### config.mk
export PLATFORM = sky130hd
export DESIGN_NAME = ofm_write_arbiter
export DESIGN_NICKNAME = d
export VERILOG_FILES = /design/src/rtl/ofm_write_arbiter.sv
export SDC_FILE = /design/constraint.sdc
export NUM_CORES = 1
export LEC_CHECK = 0
export CELL_PAD_IN_SITES_DETAIL_PLACEMENT = 1
export CELL_PAD_IN_SITES_GLOBAL_PLACEMENT = 1
export CORE_MARGIN = 10
export CORE_UTILIZATION = 45
export CTS_CLUSTER_SIZE = 25
export DETAILED_ROUTE_END_ITERATION = 16
export DONT_BUFFER_PORTS = 1
export GPL_ROUTABILITY_DRIVEN = 0
export PLACE_DENSITY = 0.84
export SLEW_MARGIN = 20
export SYNTH_ARGS = -nofsm -noshare
export SYNTH_HDL_FRONTEND = slang
export SYNTH_SLANG_ARGS = --single-unit
### constraint.sdc
create_clock -name clk -period 3.6 [get_ports clk]
set_clock_uncertainty 0.1 [all_clocks]
set_input_delay 0.72 -clock clk [delete_from_list [all_inputs] [get_ports clk]]
set_output_delay 0.72 -clock clk [all_outputs]
set_load 0.01 [all_outputs]
### src/rtl/ofm_write_arbiter.sv
// Round-robin write scheduler for the single OFM write port: one lane granted per
// cycle, each lane writes into its own DEPTH/NUM_LANES region of the OFM.
module ofm_write_arbiter #(
  parameter int unsigned NUM_LANES = 4,
  parameter int unsigned DATA_W    = 32,
  parameter int unsigned ADDR_W    = 9,
  parameter int unsigned DEPTH     = 256
) (
  input  logic                        clk,
  input  logic                        rst,
  input  logic                        start,
  input  logic [NUM_LANES-1:0]        req,
  input  logic [NUM_LANES*DATA_W-1:0] lane_data,
  output logic [NUM_LANES-1:0]        ack,
  output logic                        wr,
  output logic [ADDR_W-1:0]           address,
  output logic [DATA_W-1:0]           wrData,
  output logic                        done,
  output logic                        err
);

  localparam int unsigned REG    = DEPTH / NUM_LANES;
  localparam int unsigned CNT_W  = $clog2(REG) + 1;
  localparam int unsigned TOT_W  = $clog2(DEPTH) + 1;
  localparam int unsigned LANE_W = (NUM_LANES > 1) ? $clog2(NUM_LANES) : 1;

  typedef enum logic [1:0] {IDLE, RUN, FLUSH, DONE} state_e;

  state_e                          state_q, state_d;
  logic [NUM_LANES-1:0][CNT_W-1:0] cnt_q, cnt_d;
  logic [TOT_W-1:0]                total_q, total_d;
  logic [LANE_W-1:0]               ptr_q, ptr_d;
  logic                            wr_q, wr_d;
  logic [ADDR_W-1:0]               address_q, address_d;
  logic [DATA_W-1:0]               wrdata_q, wrdata_d;
  logic                            done_q, done_d;
  logic                            err_q, err_d;

  logic                            found_c;
  logic [LANE_W-1:0]               gnt_c;

  // First requesting lane at or after ptr, wrapping around.
  always_comb begin
    found_c = 1'b0;
    gnt_c   = '0;
    for (int unsigned i = 0; i < NUM_LANES; i++) begin
      if (!found_c && req[LANE_W'((32'(ptr_q) + i) % NUM_LANES)]) begin
        found_c = 1'b1;
        gnt_c   = LANE_W'((32'(ptr_q) + i) % NUM_LANES);
      end
    end
  end

  always_comb begin
    state_d   = state_q;
    cnt_d     = cnt_q;
    total_d   = total_q;
    ptr_d     = ptr_q;
    wr_d      = 1'b0;
    address_d = address_q;
    wrdata_d  = wrdata_q;
    done_d    = done_q;
    err_d     = err_q;
    ack       = '0;
    unique case (state_q)
      IDLE, DONE: begin
        if (start) begin
          state_d = RUN;
          cnt_d   = '0;
          total_d = '0;
          ptr_d   = '0;
          err_d   = 1'b0;
          done_d  = 1'b0;
        end
      end
      RUN: begin
        if (found_c) begin
          ack[gnt_c] = 1'b1;
          ptr_d      = (32'(gnt_c) == NUM_LANES - 1) ? '0 : gnt_c + LANE_W'(1);
          // A full lane is still acked so it cannot stall; its word is dropped.
          if (cnt_q[gnt_c] == CNT_W'(REG)) begin
            err_d = 1'b1;
          end else begin
            wr_d          = 1'b1;
            address_d     = ADDR_W'(32'(gnt_c) * REG + 32'(cnt_q[gnt_c]));
            wrdata_d      = lane_data[32'(gnt_c) * DATA_W +: DATA_W];
            cnt_d[gnt_c]  = cnt_q[gnt_c] + CNT_W'(1);
            total_d       = total_q + TOT_W'(1);
            if (total_q == TOT_W'(DEPTH - 1)) state_d = FLUSH;
          end
        end
      end
      FLUSH: begin
        state_d = DONE;
        done_d  = 1'b1;
      end
      default: ;
    endcase
  end

  always_ff @(posedge clk or negedge rst) begin
    if (!rst) begin
      state_q   <= IDLE;
      cnt_q     <= '0;
      total_q   <= '0;
      ptr_q     <= '0;
      wr_q      <= 1'b0;
      address_q <= '0;
      wrdata_q  <= '0;
      done_q    <= 1'b0;
      err_q     <= 1'b0;
    end else begin
      state_q   <= state_d;
      cnt_q     <= cnt_d;
      total_q   <= total_d;
      ptr_q     <= ptr_d;
      wr_q      <= wr_d;
      address_q <= address_d;
      wrdata_q  <= wrdata_d;
      done_q    <= done_d;
      err_q     <= err_d;
    end
  end

  assign wr      = wr_q;
  assign address = address_q;
  assign wrData  = wrdata_q;
  assign done    = done_q;
  assign err     = err_q;

endmodule

Yosys cells after proc, flatten, opt, wreduce, memory -nomap -nowiden
Cells that the tools add are included.
Cells by class
  $add $sub $neg: 7
  $lt $le $gt $ge: 6
  equal/unequal tests: 11
  shift-type cells: 1
  multiplexer cells: 50
  bitwise logic cells: 1
  reductions and logical operators: 17
Operators by type and width (number)
  $shiftx 128x8->32: 1
  $mux 28: 3
  $pmux 28 s2: 1
  $bwmux 28: 1
  $mux 9: 3
  $mux 2: 11
  $pmux 9 s2: 1
  $lt 2x3->1 const B: 5
  $mux 1: 15
  $bmux 7 s2: 1
  $demux 7 s2: 1
  $mux 7: 2
  $reduce_and 4->1: 3
  $ne 2x2->1 const B: 5
  $add 8x7->9: 1
  $add 9x1->9 const B: 1
  $eq 9x8->1 const B: 1
  $bmux 1 s2: 4
  $mux 4: 2
  $add 7x1->7 const B: 1
  $eq 7x7->1 const B: 1
  $eq 2x2->1 const B: 3
  $pmux 2 s3: 1
  $reduce_and 3->1: 2
  other kinds (14): 23
Storage, ports and cells
  flip-flop bits (word level): 85
  input bits: 135
  output and inout port bits: 48

Longest topological paths before layout
Gate-level depths: netlist of the first run.
  word-level depth: 20
  gate-level depth with buffers: 14
  gate-level depth less buffers: 12

Worst setup path before layout of the first run
OpenSTA, ideal clock, no wires.
  path kind: input port to output port
  start point: in req[0]
  end point: out ack[2]
  arrival time: 2.570 ns
  path slack: 0.210 ns
  stages on the path: 8
  cells stage by stage: and4b_1 -> a21o_2 -> nor2_4 -> buf_6 -> clkbuf_1 -> clkbuf_1 -> ha_1 -> and3_1
Between the ends
  cells in the longest elaborated chain, start to end: 18
RTL lines
  start: declaration: RTL line 12  | input logic [NUM_LANES-1:0] req,
  $bmux 1 s2: RTL line 47  | if (!found_c && req[LANE_W'((32'(ptr_q) + i) % NUM_LANES)]) begin
  $mux 1 (not written as such): RTL line 47
  $mux 1: RTL line 47
  $logic_not 1->1: RTL line 47
  $logic_and 1x1->1: RTL line 47
  $mux 1: RTL line 47
  $logic_not 1->1: RTL line 47
  $logic_and 1x1->1: RTL line 47
  [... 2 more ...]
  $logic_and 1x1->1: RTL line 47
  $mux 2: RTL line 47
  $lt 2x3->1 (not written as such) / $ge 2x1->1 (equally long branches): RTL line 78  | ack[gnt_c] = 1'b1;
  $logic_and 1x1->1 (not written as such): RTL line 78
  $mux 1 (not written as such): RTL line 78
  $demux 1 s2: RTL line 78
  $mux 4 *: RTL line 77  | if (found_c) begin
  $mux 4 *: RTL line 65  | unique case (state_q)
  end: declaration: RTL line 14  | output logic [NUM_LANES-1:0] ack,
Mark *: on every way between the ends. The rest lies on a longest branch, timed or not. The select of a mux whose other input is x is not followed.

Final worst setup path of the first run
  start point: reg ptr_q[1]
  end point: reg cnt_q[6] in the netlist's numbering
Between the ends
  cells in the longest elaborated chain, start to end: 20
RTL lines
  start: declaration: RTL line 32  | logic [LANE_W-1:0] ptr_q, ptr_d;
  start signal: assignment: RTL line 116  | ptr_q <= ptr_d;
  branches (longest 20 deep; another with $add 2x1->2)
  end signal: assignment: RTL line 114  | cnt_q <= cnt_d;
  end: declaration: RTL line 30  | logic [NUM_LANES-1:0][CNT_W-1:0] cnt_q, cnt_d;
Parallel ways; which one is timed is not known. The select of a mux whose other input is x is not followed.
A chain may end at the register's enable or synchronous reset.

==> summary.txt, run 1 <==
Setup path
  • Critical Path Source Type: flip-flop
  • Crit-path max cell delay: between 600 and 700 ps
  • Slowest CP cell: or4_1
  • CP Data Arrival Time: approximately 3600 ps
  • Most used cell, CP: buf_4
  • Worst setup EP type: flip-flop
  • Worst R2R Path Depth: 10
  • CP Buf/Inv Count: 2
  • CP cell instances: and4b_1 > a21o_2 > nor2_4 > buf_4 > a211oi_1 > o22ai_1 > or4_1 > buf_4 > o211ai_4 > mux2_1
  • Reg-to-reg startpoint: ptr_q[1]
  • Critical setup path kind: flip-flop to flip-flop
  • Critical R2R Capture: cnt_q[6]
  • WP data required: about 3700 ps
  • Crit path max fanout: 8
  • Flop2flop setup slack: between 100 and 150 ps
  • Family with the most delay on the worst path: compound AO/OA/AOI/OAI gates

Clock network
  • Setup Fix Bufs, Post-CTS: 0
  • H-tree Lvls: 3
  • Clock Pin Slew Worst Setup and Hold Paths: about 60 ps
  • Clock network latency to the later pin of the worst-skew pair: ~330 ps
  • TritonCTS Buffers: 9
  • CTS max path bufs: 2
  • CTS tree: built
  • Root buf cell: clkbuf_16
  • Sink Count: 85

Outcome
  • Status: finished, final reports clean

Final layout
  • N_diodes: 0
  • Layout Nets: 730
  • Utilization after layout: between 50% and 60%
  • Register area: approximately 0.0021 mm²
  • Area grow syn2layout: 8.83%
  • Fill cell count: roughly 1300
  • Post-route cell area: between 0.005 and 0.006 mm²
  • Layout cells sized above 1: ~15%
  • Layout Cells excl Fill: slightly above 700
  • Multi-input gate area: approximately 0.0029 mm²

Floorplanning
  • Die Wd: approximately 130 µm
  • Full die area: 0.0165 mm²
  • Die span in y: 129 µm
  • Initial Util: between 40% and 50%
  • Rows: 39
  • Core area: approximately 0.011 mm²
  • Num ports: between 150 and 200

STA
  • Rel. slew slack: approximately 33%
  • Pins Over Slew Limit: 0
  • RSZ-0062 raised after global routing: false
  • Post-Route Setup TNS: 0 ps
  • Max frequency: 288 MHz
  • Final Cycle Share: a little under 100%
  • Final worst slack: 131 ps
  • WHS: 188 ps
  • Final Hold Vio Count: 0
  • Minimum clock period: ~3500 ps
  • # setup viols final: 0
  • Worst slew pin tran: just over 1000 ps

Synthesis
  • Yosys warning count: 0
  • Dominant cell type by area after synthesis: dfrtp_1
  • Yosys reg bits: 85
  • Share of the synthesized area in the top cell type: about two fifths
  • Sequential share of the synthesized area: 40.2%
  • Post-synth EDFFs: 0
  • Synth Flop Type: dfrtp_1
  • Synth async-reset ratio: 100%
  • Most numerous cell in the Yosys netlist: nand2_1
  • Cell variety after synth: 52
  • Most instantiated cells after synthesis: nand2_1 (155), dfrtp_1 (85), and3_1 (40)
  • Most area-consuming cells after synthesis: dfrtp_1 (40%), nand2_1 (11%), mux2_2 (6.8%)
  • Mapped Nets: 731
  • Synthesized area: approximately 0.0053 mm²
  • Syn avg cell area: about 9 µm²
  • Gate Count Post-Synth: 584

Routing
  • Via density: about 6.3
  • Vias: approximately 4600
  • TritonRoute pass-1 iters: 5
  • # DRC: 0
  • Wirelength, routed: approximately 18000 µm
  • Starting DRT DRC Count: around 350
  • Final ANT Viol Nets: 0
  • DR WL/cell: around 24 µm

GRT
  • GRT Util Overall: roughly 20%
  • Vias in the first global route: between 4000 and 5000
  • Antenna violations before repair: 0
  • First-pass GRT wire length: 26900 µm
  • Largest net degree at the start of global routing: between 80 and 90
  • Grt total ovfl: 0

Placement
  • HPWL after DPL: 13500 µm
  • Number of port buffers: 0
  • Pre-CTS setup slack: -60.6 ps
  • DP Area: 0.00549 mm²
  • Placed Cells: about 700

Power and ir drop
  • Pwr dens: slightly above 800 mW/mm²
  • VDD IR max: just over 300 µV
  • Leak Pwr: ~2.7 nW
  • Total power: approximately 4.6 mW

Min path
  • Hold Crit Class: input pin to async pin

Run
  • Max cap viols: 0
area by class of cell:
type	instances	share of cell area, %
clock buffer	12	4.10
timing repair buffer	30	4.47
inverter	12	0.781
tap	143	3.10
sequential	85	36.9
multi-input combinational	445	50.7
registers in the layout, summed over array words and instances, names as in the netlist:
register / cells
done: 1
ptr_q: 2
cnt_q: 28
address: 9
err: 1
wrData: 32
state_q: 2
wr: 1
total_q: 9
worst max path at each step:
stage / from / endpoint / slack, ps / cells after the start
4_1_cts: ptr_q[1] / cnt_q[9] / 100 / 11
3_5_place_dp: req[0] / cnt_q[25] / -60 / 12
6_report: ptr_q[1] / cnt_q[6] / 130 / 10
3_3_place_gp: req[3] / cnt_q[12] / 150 / 10
5_1_grt: ptr_q[1] / cnt_q[3] / 5 / 11
2_1_floorplan: req[0] / ack[2] / 210 / 8
layout by cell type, fill, tap and decap left out, drive strengths merged, types with 3 or more instances in the layout:
master,count
nand2,156
dfrtp,85
mux2,48
and3,40
a31oi,33
buf,30
mux2i,23
o21ai,17
ha,12
clkbuf,12
a21oi,11
inv,11
nand2b,10
a21boi,10
and2,10
a211oi,10
a32o,8
nor2,7
o211ai,6
nand4,5
nand3,4
nor3,4
or2,3
o22ai,3
a21o,3
nor4,3
repair_timing:
item,in CTS,in global routing
endpoints found under the setup margin,0,20
hold buffers,1,0
gates resized for setup,0,3
endpoints found under the hold margin,85,0
cell families (layout without fill, tap and decap cells):
kind of cell,after synthesis,in the layout,share of synthesized area [%]
and+or+nand+nor,252,252,22.5
AOI/OAI and AO/OA,110,110,15.1
DFF,85,85,40.2
muxes,71,71,14.5
buffers and inverters,54,54,4.91
adders and majority gates,12,12,2.83
metal layers:
layer | vias up | share of wire [%] | GRT usage [%]
met5 | - | 0 | 0
met4 | 0 | 1.7 | 6.22
met3 | 18 | 7.1 | 4.52
met2 | 173 | 53 | 37.3
met1 | 2312 | 38 | 22.3
li1 | 2063 | - | -
where the power goes:
| part | internal [mW] | switching, mW |
|---|---|---|
| logic | 0.882 | 1.24 |
| clock network | 0.452 | 0.338 |
| registers | 1.31 | 0.417 |
| total | 2.65 | 1.99 |
worst register-to-register path: stages, from the launching register on:
cell	delay, ps
dfrtp_1	450
and4b_1	280
a21o_2	140
nor2_4	70
buf_4	180
a211oi_1	450
o22ai_1	200
or4_1	620
buf_4	230
o211ai_4	250
mux2_1	370
No activity file was read; power rests on OpenSTA's default activity.
==> inputs of run 2 (changes only) <==
CORE_UTILIZATION = 43   (was 45)
clock period = 3 ns   (was 3.6 ns; I/O delays follow)
==> summary.txt, run 2 (synthesis results as in run 1) <==
Outcome
  • Status: finished, violations left
  • Failing checks: negative setup slack

Final layout
  • N_diodes: 0 (unchanged)
  • Commonest non-fill, non-tap cell in the layout: nand2_1
  • Commonest non-fill, non-tap cells in the layout: nand2_1 (155), dfrtp_1 (83), buf_4 (73), and3_1 (40), a31oi_1 (33)
  • Max reg flops: 32 (unchanged)
  • Layout Nets: 789 (+8.1%)
  • Area grow syn2layout: 26.0%
  • Layout Cells excl Fill: 814 (+12%)
  • Layout cells sized above 1: 27.7% (+12 points)

Setup path
  • Reg-to-reg startpoint: ptr_q[0]
  • Critical Path Source Type: flip-flop
  • Worst R2R Path Depth: 11 (+1)
  • Critical Path Start: ptr_q[0]
  • Critical setup path kind: flip-flop to flip-flop
  • CP Data Arrival Time: 3470 ps (-110 ps)
  • Worst setup EP type: flip-flop
  • WP data required: 3130 ps (-580 ps)
  • Critical R2R Capture: wrData[16]
  • Crit path max fanout: 8 (unchanged)
  • CP cell instances: nand3b_1 > o221ai_1 > nor2_4 > mux2i_1 > mux2_4 > inv_4 > or4_4 > buf_6 > nand2_8 > clkbuf_16 > mux2_2
  • Slowest CP cell: or4_4
  • Flop2flop setup slack: -340 ps (-470 ps)
  • Crit-path max cell delay: 550 ps (-70 ps)

STA
  • Rel. slew slack: 59.5% (+27 points)
  • # setup viols final: 85 (+85)
  • Pins Over Slew Limit: 0 (unchanged)
  • Final Hold Vio Count: 0 (unchanged)
  • Minimum clock period: 3340 ps (-126 ps)
  • Final worst slack: -343 ps (-474 ps)
  • Worst slew pin tran: 603 ps (-404 ps)
  • Max frequency: 299 MHz (+3.8%)
  • WHS: 38.3 ps (-149 ps)
  • RSZ-0062 raised after global routing: true
  • Final Cycle Share: 111% (+15 points)

Placement
  • HPWL after DPL: 14600 µm (+8.5%)
  • Number of port buffers: 0 (unchanged)
  • Placed Cells: 780 (+9.2%)
  • Pre-CTS setup slack: -490 ps (-429 ps)

Routing
  • # DRC: 0 (unchanged)
  • Starting DRT DRC Count: 372 (+5.4%)
  • Vias: 5142 (+13%)
  • Wirelength, routed: 22400 µm (+26%)
  • TritonRoute pass-1 iters: 5 (unchanged)
  • Final ANT Viol Nets: 0 (unchanged)
  • DR WL/cell: 27.5 µm (+12%)
  • Via density: 6.32 (+0.58%)

Power and ir drop
  • VDD IR max: 405 µV (+31%)
  • Pwr dens: 1030 mW/mm² (+28%)
  • Leak Pwr: 3.13 nW (+15%)

GRT
  • Grt total ovfl: 0 (unchanged)
  • Vias in the first global route: 5400 (+15%)
  • GRT Util Overall: 23.4% (+3.3 points)
  • First-pass GRT wire length: 31000 µm (+15%)
  • Antenna violations before repair: 0 (unchanged)
  • Largest net degree at the start of global routing: 86 (unchanged)

Floorplanning
  • Full die area: 0.0172 mm² (+3.9%)
  • Initial Util: 43.9% (-2.3 points)
  • Rows: 40 (+2.6%)
  • Num ports: 183 (unchanged)
  • Die Wd: 131 µm (+1.9%)
  • Die span in y: 131 µm (+1.9%)
  • Core area: 0.0121 mm² (+5.2%)

Clock network
  • TritonCTS Buffers: 9 (unchanged)
  • Clock network latency to the later pin of the worst-skew pair: 350 ps (+20 ps)
  • Sink Count: 85 (unchanged)
  • H-tree Lvls: 3 (unchanged)
  • CTS max path bufs: 2 (unchanged)
  • CTS tree: built
  • Root buf cell: clkbuf_16
  • Clock Pin Slew Worst Setup and Hold Paths: 60 ps (about the same)

Min path
  • Hold Crit Class: input pin to async pin

Run
  • Max cap viols: 0 (unchanged)
[run 2: through the flow]
step	total power, mW	setup TNS [ps]	utilization [%]	instance area, µm²
final	6.86	-20830	55.3	6670
after global routing	7.13	-25530	55.3	6670
after CTS	6.41	-4230	53.4	6440
after detailed placement	5.02	-21360	49.3	5950
after global placement	4.83	-12940	49.3	5950
after floorplan	3.87	-2150	-	5380
[run 2: per-layer routing]
layer / track usage [%] / share of wire (%) / vias up
met5: 0 / 0 / -
met4: 12.5 / 5.2 / 0
met3: 5.40 / 9.0 / 90
met2: 42.4 / 52 / 291
met1: 24.5 / 34 / 2586
li1: - / - / 2175
[run 2: worst max path at each step]
stage / endpoint / slack (ps) / cells after the start
finish: wrData[16] / -340 / 11
global route: wrData[16] / -380 / 11
CTS: cnt_q[18] / -150 / 11
detailed placement: cnt_q[13] / -490 / 12
global placement: cnt_q[26] / -280 / 10
floorplan: cnt_q[12] / -90 / 10
[run 2: repair_timing]
item / in CTS / in global routing
endpoints found under the setup margin: 73 / 85
hold endpoints to repair: 85 / 0
setup buffers: 8 / 7
pin swaps: 4 / 13
cloned: 0 / 3
hold buffers: 1 / 0
gates resized for setup: 22 / 26
[run 2: report_power, final]
part           total (mW)  internal (mW)  switching [mW]
clock                1.20          0.726           0.469
sequential           2.13           1.57           0.558
combinational        3.53           1.63            1.91
[run 2: worst max-delay path: cells and delay by family, from the launching register on]
| family | cells | cell delay [ps] |
|---|---|---|
| AND/OR/NAND/NOR | 4 | 1200 |
| buffers and inverters | 3 | 390 |
| flip-flops | 1 | 450 |
| AO/OA/AOI/OAI | 1 | 230 |
| multiplexers | 3 | 850 |
[run 2: layout make-up]
class,count,area (µm²)
Fill cell,1340,5390
Multi-Input combinational cell,445,3160
Sequential cell,85,2130
Timing Repair Buffer,89,821
Clock buffer,11,233
Tap cell,168,210
Clock inverter,4,73.8
Inverter,12,50.0
==> inputs of run 3 (changes only) <==
PLACE_DENSITY = 0.75   (was 0.84)
==> summary.txt, run 3 (synthesis results as in run 1) <==
Final layout
  • Layout Cells excl Fill: 808 (-0.74%)
  • Layout cells sized above 1: 26.4% (-1.3 points)
  • Area grow syn2layout: 23.4%
  • Max reg flops: 32 (unchanged)
  • N_diodes: 0 (unchanged)
  • Post-route cell area: 0.00654 mm² (-2.1%)
  • Commonest non-fill, non-tap cell in the layout: nand2_1
  • Layout Nets: 783 (-0.76%)
  • Fill cell count: 1339 (-0.075%)
  • Commonest non-fill, non-tap cells in the layout: nand2_1 (155), dfrtp_1 (84), buf_4 (64), and3_1 (40), a31oi_1 (33)

Setup path
  • Most used cell, CP: mux2_4
  • CP Buf/Inv Count: 3 (unchanged)
  • WP data required: 3140 ps (about the same)
  • Critical Path Source Type: flip-flop
  • Crit-path max cell delay: 520 ps (-30 ps)
  • Worst setup EP type: flip-flop
  • Crit path max fanout: 7 (-1)
  • CP cell instances: and4b_1 > a21o_2 > nor2_4 > buf_4 > mux2i_1 > mux2_4 > inv_2 > or4_4 > buf_8 > o211ai_4 > mux2_4
  • CP Data Arrival Time: 3350 ps (-120 ps)
  • Slowest CP cell: or4_4
  • Family with the most delay on the worst path: simple AND/OR/NAND/NOR gates
  • Critical setup path kind: flip-flop to flip-flop

Floorplanning
  • Rows: 40 (unchanged)
  • Full die area: 0.0172 mm² (unchanged)
  • Initial Util: 43.9% (unchanged)
  • Die span in y: 131 µm (unchanged)
  • Num ports: 183 (unchanged)
  • Core area: 0.0121 mm² (unchanged)
  • Die Wd: 131 µm (unchanged)

GRT
  • Largest net degree at the start of global routing: 86 (unchanged)
  • Antenna violations before repair: 0 (unchanged)
  • Grt total ovfl: 0 (unchanged)
  • First-pass GRT wire length: 28500 µm (-8.0%)
  • GRT Util Overall: 21.5% (-1.9 points)
  • Vias in the first global route: 5123 (-5.1%)

Clock network
  • Clock Pin Slew Worst Setup and Hold Paths: 60 ps (about the same)
  • Clock network latency to the later pin of the worst-skew pair: 350 ps (about the same)
  • Sink Count: 85 (unchanged)
  • TritonCTS Buffers: 9 (unchanged)
  • CTS tree: built
  • CTS max path bufs: 2 (unchanged)
  • H-tree Lvls: 3 (unchanged)
  • Root buf cell: clkbuf_16

Routing
  • TritonRoute pass-1 iters: 4 (-1)
  • DR WL/cell: 23.6 µm (-14%)
  • Wirelength, routed: 19100 µm (-15%)
  • Via density: 5.86 (-7.2%)
  • Starting DRT DRC Count: 218 (-41%)
  • Vias: 4736 (-7.9%)
  • Final ANT Viol Nets: 0 (unchanged)
  • # DRC: 0 (unchanged)

Power and ir drop
  • Comb power frac: 50.6% (-0.9 points)
  • Sw Share: 42.0% (-0.72 points)
  • Pwr dens: 971 mW/mm² (-5.6%)
  • VDD IR max: 323 µV (-20%)
  • Int Power: 3.68 mW (-6.4%)
  • Psw: 2.67 mW (-9.1%)
  • Leak Pwr: 3.08 nW (-1.6%)
  • Clk pwr share: 16.2% (-1.2 points)
  • Sequential Power Share: 33.3% (+2.2 points)

STA
  • Worst slew pin tran: 741 ps (+137 ps)
  • Minimum clock period: 3210 ps (-134 ps)
  • Final worst slack: -208 ps (+134 ps)
  • Final Hold Vio Count: 0 (unchanged)
  • Rel. slew slack: 50.5% (-9.0 points)
  • Pins Over Slew Limit: 0 (unchanged)
  • Post-Route Setup TNS: -7480 ps (+13350 ps)
  • Final Cycle Share: 107% (-4.5 points)
  • RSZ-0062 raised after global routing: true
  • # setup viols final: 70 (-18%)
  • Max frequency: 312 MHz (+4.2%)

Run
  • Max cap viols: 0 (unchanged)

Placement
  • HPWL after DPL: 14400 µm (-1.7%)
  • Placed Cells: 780 (unchanged)
  • DP Area: 0.00597 mm² (+0.42%)
  • Number of port buffers: 0 (unchanged)

Outcome
  • Status: finished, violations left
  • Failing checks: negative setup slack

Min path
  • Hold Crit Class: input pin to async pin
run 3: what timing repair did:
action	in CTS	in global routing
setup buffers	8	4
pin swaps	7	11
hold buffers	1	0
setup endpoints to repair	80	78
resized for setup	31	12
endpoints found under the hold margin	85	0
run 3: per-stage QoR:
| step | total power, mW | hold WS, ps | setup WS (ps) | utilization (%) |
|---|---|---|---|---|
| CTS | 6.26 | 71.0 | -65.7 | 53.4 |
| floorplan | 3.87 | 204 | -90.7 | - |
| detailed placement | 5.03 | 209 | -372 | 49.5 |
| global placement | 4.86 | 209 | -197 | 49.5 |
| global route | 6.73 | 77.5 | -288 | 54.2 |
| finish | 6.34 | 51.2 | -208 | 54.2 |
run 3: layout make-up:
type                    count  area, µm²  share of cell area, %
clock inverters             2       10.0                  0.153
flip-flops and latches     85       2130                   32.6
repair buffers             83        767                   11.7
multi-input cells         445       3120                   47.7
inverters                  12       50.0                  0.766
well taps                 168        210                   3.22
clock buffers              13        250                   3.83
run 3: power by group through the flow:
stage	logic [mW]	clock network, mW	registers (mW)
final	3.21	1.03	2.11
after global routing	3.48	1.09	2.16
after CTS	3.10	1.05	2.11
after detailed placement	2.90	0	2.12
after global placement	2.75	0	2.11
after floorplan	1.95	0	1.92
run 3: worst paths after layout:
check	slack, ps	cells after the start	from	to
hold / removal	50	1	rst	wrData[8]
setup / recovery	-210	11	ptr_q[1]	cnt_q[6]
min in group clk	230	1	start	err
max in group asynchronous	2390	1	rst	ptr_q[1]
setup reg to reg	-210	11	ptr_q[1]	cnt_q[6]
hold reg to reg	380	1	total_q[8]	total_q[8]
run 3: per-layer routing:
layer | wire [µm] | part of all wire (%) | GRT usage, % | up-vias
met4 | 756 | 4.0 | 10.5 | 0
li1 | - | - | - | 2161
met5 | 0 | 0 | 0 | -
met3 | 1600 | 8.4 | 6.08 | 45
met1 | 6960 | 36 | 22.4 | 2394
met2 | 9770 | 51 | 38.8 | 136
